**src/rtl/seq_mul_hs_pkg.sv**
```systemverilog
// seq_mul_hs_pkg: shared FSM state encoding for the handshaked sequential multiplier
package seq_mul_hs_pkg;
   localparam logic [2:0] ST_IDLE = 3'd0;
   localparam logic [2:0] ST_CALC = 3'd1;
   localparam logic [2:0] ST_WREL = 3'd2;
   localparam logic [2:0] ST_OUT  = 3'd3;
   localparam logic [2:0] ST_ACK  = 3'd4;
   typedef enum logic [2:0] {
      IDLE = ST_IDLE,
      CALC = ST_CALC,
      WREL = ST_WREL,
      OUT  = ST_OUT,
      ACK  = ST_ACK
   } state_t;
endpackage

```
**src/rtl/seq_mul_hs_mag_conv.sv**
```systemverilog
// mag_conv: conditional two's-complement negate, used for operand abs and product sign fix-up
module mag_conv #(
   parameter int W = 8
) (
   input  logic [W-1:0] i_a,
   input  logic         i_neg,
   output logic [W-1:0] o_y
);
   // negate when requested; negating zero yields zero, so a zero product never turns negative
   always_comb o_y = i_neg ? (~i_a) + W'(1) : i_a;
endmodule

```
**src/rtl/seq_mul_hs.sv**
```systemverilog
// seq_mul_hs: two-producer/one-consumer handshaked shift-add multiplier, signed or unsigned
module seq_mul_hs
   import seq_mul_hs_pkg::*;
#(
   parameter int N = 8
) (
   input  logic           clock,
   input  logic           reset,
   input  logic [N-1:0]   x,
   input  logic           dav1_,
   output logic           rfd1,
   input  logic [N-1:0]   y,
   input  logic           dav2_,
   output logic           rfd2,
   input  logic           sgn,
   output logic [2*N-1:0] m,
   output logic           dav_out_,
   input  logic           rfd_out,
   output logic           busy
);
   localparam int CW = $clog2(N) + 1;
   state_t           r_state;
   logic [CW-1:0]    r_cnt;
   logic [2*N-1:0]   r_a;
   logic [N-1:0]     r_b;
   logic [2*N-1:0]   r_acc;
   logic [2*N-1:0]   r_m;
   logic             r_neg;
   logic             r_rfd;
   logic             r_dav;
   logic             r_busy;
   logic [N-1:0]     w_ax;
   logic [N-1:0]     w_ay;
   logic [2*N-1:0]   w_p;
   mag_conv #(.W(N)) u_ax (.i_a(x), .i_neg(sgn & x[N-1]), .o_y(w_ax));
   mag_conv #(.W(N)) u_ay (.i_a(y), .i_neg(sgn & y[N-1]), .o_y(w_ay));
   mag_conv #(.W(2*N)) u_p (.i_a(r_acc), .i_neg(r_neg), .o_y(w_p));
   assign rfd1     = r_rfd;
   assign rfd2     = r_rfd;
   assign m        = r_m;
   assign dav_out_ = r_dav;
   assign busy     = r_busy;
   // handshake FSM and shift-add datapath; magnitudes are taken at capture so later input changes are ignored
   always_ff @(posedge clock) begin
      if (reset) begin
         r_state <= IDLE;
         r_cnt   <= '0;
         r_a     <= '0;
         r_b     <= '0;
         r_acc   <= '0;
         r_m     <= '0;
         r_neg   <= 1'b0;
         r_rfd   <= 1'b1;
         r_dav   <= 1'b1;
         r_busy  <= 1'b0;
      end else begin
         case (r_state)
            IDLE: if (!dav1_ && !dav2_) begin
               r_a     <= {{N{1'b0}}, w_ax};
               r_b     <= w_ay;
               r_acc   <= '0;
               r_neg   <= sgn & (x[N-1] ^ y[N-1]);
               r_cnt   <= '0;
               r_rfd   <= 1'b0;
               r_busy  <= 1'b1;
               r_state <= CALC;
            end
            CALC: begin
               r_acc   <= r_b[0] ? r_acc + r_a : r_acc;
               r_a     <= r_a << 1;
               r_b     <= r_b >> 1;
               r_cnt   <= (r_cnt == CW'(N-1)) ? '0 : r_cnt + CW'(1);
               r_state <= (r_cnt == CW'(N-1)) ? WREL : CALC;
            end
            WREL: if (dav1_ && dav2_) begin
               r_m     <= w_p;
               r_dav   <= 1'b0;
               r_state <= OUT;
            end
            OUT: if (!rfd_out) begin
               r_dav   <= 1'b1;
               r_state <= ACK;
            end
            ACK: if (rfd_out) begin
               r_rfd   <= 1'b1;
               r_busy  <= 1'b0;
               r_state <= IDLE;
            end
            default: r_state <= IDLE;
         endcase
      end
   end
endmodule

```
**config.mk**
```make
export PLATFORM = sky130hd
export DESIGN_NAME = seq_mul_hs
export DESIGN_NICKNAME = d
export VERILOG_FILES = /design/src/rtl/seq_mul_hs_pkg.sv /design/src/rtl/seq_mul_hs_mag_conv.sv /design/src/rtl/seq_mul_hs.sv
export SDC_FILE = /design/constraint.sdc
export NUM_CORES = 1
export LEC_CHECK = 0
export BUFFER_PORTS_ARGS = -buffer_cell sky130_fd_sc_hd__buf_2
export CORE_MARGIN = 8
export CORE_UTILIZATION = 60
export CTS_CLUSTER_DIAMETER = 100
export CTS_CLUSTER_SIZE = 10
export DETAILED_ROUTE_END_ITERATION = 10
export GPL_TIMING_DRIVEN = 0
export PLACE_DENSITY = 0.81
export SETUP_SLACK_MARGIN = 0.1
export SLEW_MARGIN = 20
export SYNTH_ARGS = -nofsm -noshare
export SYNTH_HDL_FRONTEND = slang
export SYNTH_SLANG_ARGS = --single-unit
```
**constraint.sdc**
```tcl
create_clock -name clock -period 3.8 [get_ports clock]
set_input_delay 0.76 -clock clock [delete_from_list [all_inputs] [get_ports clock]]
set_output_delay 0.76 -clock clock [all_outputs]
set_load 0.01 [all_outputs]
```
==> impl_metrics.toml <==
[outcome]
status = "finished clean"

[route]
routed_wl_um = 10400
vias = 3900
via_per_inst = 6.08
wl_per_cell_um = 16.2
drtIter0Drc = 224
drc = 0
ant_nets = 0
firstDrtPassIters = 5

[clock_tree]
postCtsResizedCells = 0
ctsHoldBuffers = 0
postCtsSetupRepairBufs = 0
cts_root_buffer = "clkbuf_8"
cts-buffers-inserted = 9
insertion_delay_ns = 0.34
cts_buffer_depth = 2
cts_num_sinks = 67
cts-htree-levels = 3
cts.clk_slew.worst_paths_ns = 0.08
cts_tree = "yes"

[place]
io_buffers = 39
hpwl_um = 7820
gp_routability_congestion = 0.950
preCtsSetupSlack_ns = 1.32

[floorplan]
die_x_um = 98.1
die_h_um = 98.1
core_area_um2 = 6640
io_pins = 42
start_util_pct = 60.8
rows = 30
fp.dieArea_um2 = 9620

[critical_path]
r2r-start = "r_acc[0]"
cp_data_arrival_time_ns = 2.72
worst-path-max-fanout = 6
r2r_cells = 7
worstSetupPathType = "register to register"
crit_path_start_kind = "register"
ff2ff_setup_slack_ns = 1.30
crit_required_ns = 4.03
endpoint_kind = "register"
reg2reg_to = "r_acc[12]"

[global_routing]
grt_max_degree = 12
antenna_found_initial = 0
grtUsageTotal_pct = 21.7
grt_overflow = 0
grt_pass1_vias = 3790
grt_pass1_wl_um = 17400

[timing]
setup_viol = 0
timing.fmax_mhz = 401
slew_headroom_pct = 29.0
hold_viol = 0
slew_viol_final = 0
period_share_pct = 65.7
layout_setup_ws_ns = 1.30
rsz0062_at_grt = "no"
period_needed_ns = 2.50
fin_skew_ns = 0.00923
fin_tns_setup_ns = 0
worstMarginPinSlew_ns = 1.06

[logic_synthesis]
synth_edf_count = 0
ys.flop_type = "dfxtp_1"
ys_seq_area_share_pct = 33.2
synth.distinct_cells = 63
ys.warnings.count = 0
synth.avg_cell_area_um2 = 7.99
async_flop_share_pct = 0
syn_inst = 506
syn-num-nets = 548
ys_ff_latch = 67
netlist_area_um2 = 4040

[run]
maxCapViolations = 0

[cells_and_area]
syn_to_final_growth_pct = 12.1
diodes = 0
post-route-util_pct = 68.2
nets = 598
multiInputGateArea_um2 = 2510
regArea_um2 = 1340
drive_gt1_share_pct = 13.7
fill_cells = 549

[pwr]
powerDensity_nw_per_um2 = 400
p_leak_nw = 1.79
power_mw = 1.81
max-vdd-ir-drop_uv = 262

[worst_hold_path]
min_path_cells = 2
hold_start = "m[8]"
min_to = "m[8]"
holdCritPathClass = "register to register"
-- state kept, by name, summed over array words and instances, names as in the netlist --
register	flops
r_neg	1
r_cnt	4
r_acc	16
busy	1
r_b	8
rfd1	1
r_a	16
r_state	3
dav_out_	1
m	16
-- how the worst max path moves through the flow --
stage	start	end	slack (ns)	cells past startpoint
floorplan	dav2_	r_a[5]	1.58	7
global placement	dav2_	r_a[1]	1.33	7
detailed placement	dav2_	r_a[6]	1.32	8
CTS	r_acc[0]	r_acc[12]	1.31	7
global route	r_acc[0]	r_acc[8]	1.09	7
finish	r_acc[0]	r_acc[12]	1.30	7
-- cells in the mapped netlist, types with 3 or more instances --
cell	count	area [µm²]
nor4_1	4	25.0
nor2b_1	4	25.0
a21o_1	5	37.5
a211oi_1	8	60.1
xor2_1	13	114
ha_1	19	238
or3_1	10	62.6
nand4_1	6	37.5
dfxtp_1	67	1340
a2111oi_2	6	90.1
o211ai_1	5	37.5
nand3_1	30	150
o41ai_1	3	26.3
buf_2	3	15.0
xnor2_1	18	158
o31ai_1	3	22.5
a22oi_1	5	37.5
nor2_2	3	18.8
a211o_1	3	26.3
a31oi_1	5	31.3
nor3_1	14	70.1
a41oi_1	4	35.0
inv_1	11	41.3
nor2_1	58	218
nor3b_1	5	37.5
clkbuf_1	25	93.8
mux2i_1	3	30.0
o21ai_0	19	95.1
a21oi_1	47	235
a311oi_1	3	26.3
o21a_1	5	37.5
nand2_1	53	199
-- metrics by stage --
step | hold WS (ns) | std cells | cell area, µm²
after CTS | 0.451 | 641 | 4530
after global placement | 0.440 | 625 | 4340
after global routing | 0.476 | 641 | 4530
final | 0.452 | 641 | 4530
after detailed placement | 0.441 | 625 | 4340
after floorplan | 0.432 | 506 | 4040
-- where the power goes --
part	leakage, nW	switching [mW]	internal (mW)
clock network	0.0991	0.279	0.318
registers	0.544	0.0445	0.753
logic	1.15	0.261	0.157
total	1.79	0.584	1.23
-- cells by family after synthesis --
logic type | share of synthesized area (%)
xor+xnor | 6.72
mux | 0.743
compound gates | 24.4
buf+inv | 4.64
flops | 33.2
simple gates | 23.9
fa+ha+maj | 6.38
-- final cells by class --
type | instances | area share, %
Tap cell | 80 | 2.21
Timing Repair Buffer | 39 | 4.31
Sequential cell | 67 | 29.6
Multi-Input combinational cell | 395 | 55.5
Buffer | 32 | 3.15
Clock inverter | 5 | 1.16
Clock buffer | 11 | 3.12
Inverter | 12 | 0.994
-- placed cells by master (no fill, tap or decap), drive strengths merged, types with 2 or more instances in the layout --
| cell | n |
|---|---|
| a21o | 5 |
| nand2b | 2 |
| o21bai | 2 |
| and3 | 2 |
| nor2 | 61 |
| a41oi | 4 |
| o31ai | 3 |
| dfxtp | 67 |
| o41ai | 3 |
| a21oi | 47 |
| a311oi | 3 |
| nor3 | 14 |
| nor4 | 4 |
| a211oi | 8 |
| nand4 | 6 |
| nand3 | 30 |
| xor2 | 13 |
| a31oi | 5 |
| and3b | 2 |
| o21ai | 20 |
| inv | 11 |
| xnor2 | 18 |
| clkbuf | 36 |
| nor2b | 4 |
| mux2i | 3 |
| o211ai | 5 |
| buf | 46 |
| or3 | 11 |
| a22oi | 5 |
| ha | 19 |
| nand2 | 55 |
| clkinv | 4 |
| o21a | 5 |
| and2 | 2 |
| a2111oi | 10 |
| a211o | 3 |
| a32oi | 2 |
| nor3b | 5 |
-- worst max-delay path: stages, from the launching register on --
cell,delay (ns)
dfxtp_1,0.36
ha_1,0.23
fa_1,0.40
a21o_1,0.23
a311oi_1,0.57
o21ai_0,0.29
a22oi_1,0.21
nand3_1,0.10
-- layer usage --
metal | wire length, µm | share of wire (%) | vias up | global-route usage (%)
li1 | - | - | 1937 | -
met5 | 0 | 0 | - | 0
met1 | 4690 | 45 | 1823 | 26.2
met3 | 640 | 6.2 | 17 | 4.13
met2 | 4870 | 47 | 123 | 36.7
met4 | 185 | 1.8 | 0 | 8.87
Power figures use the tool's default switching activity.
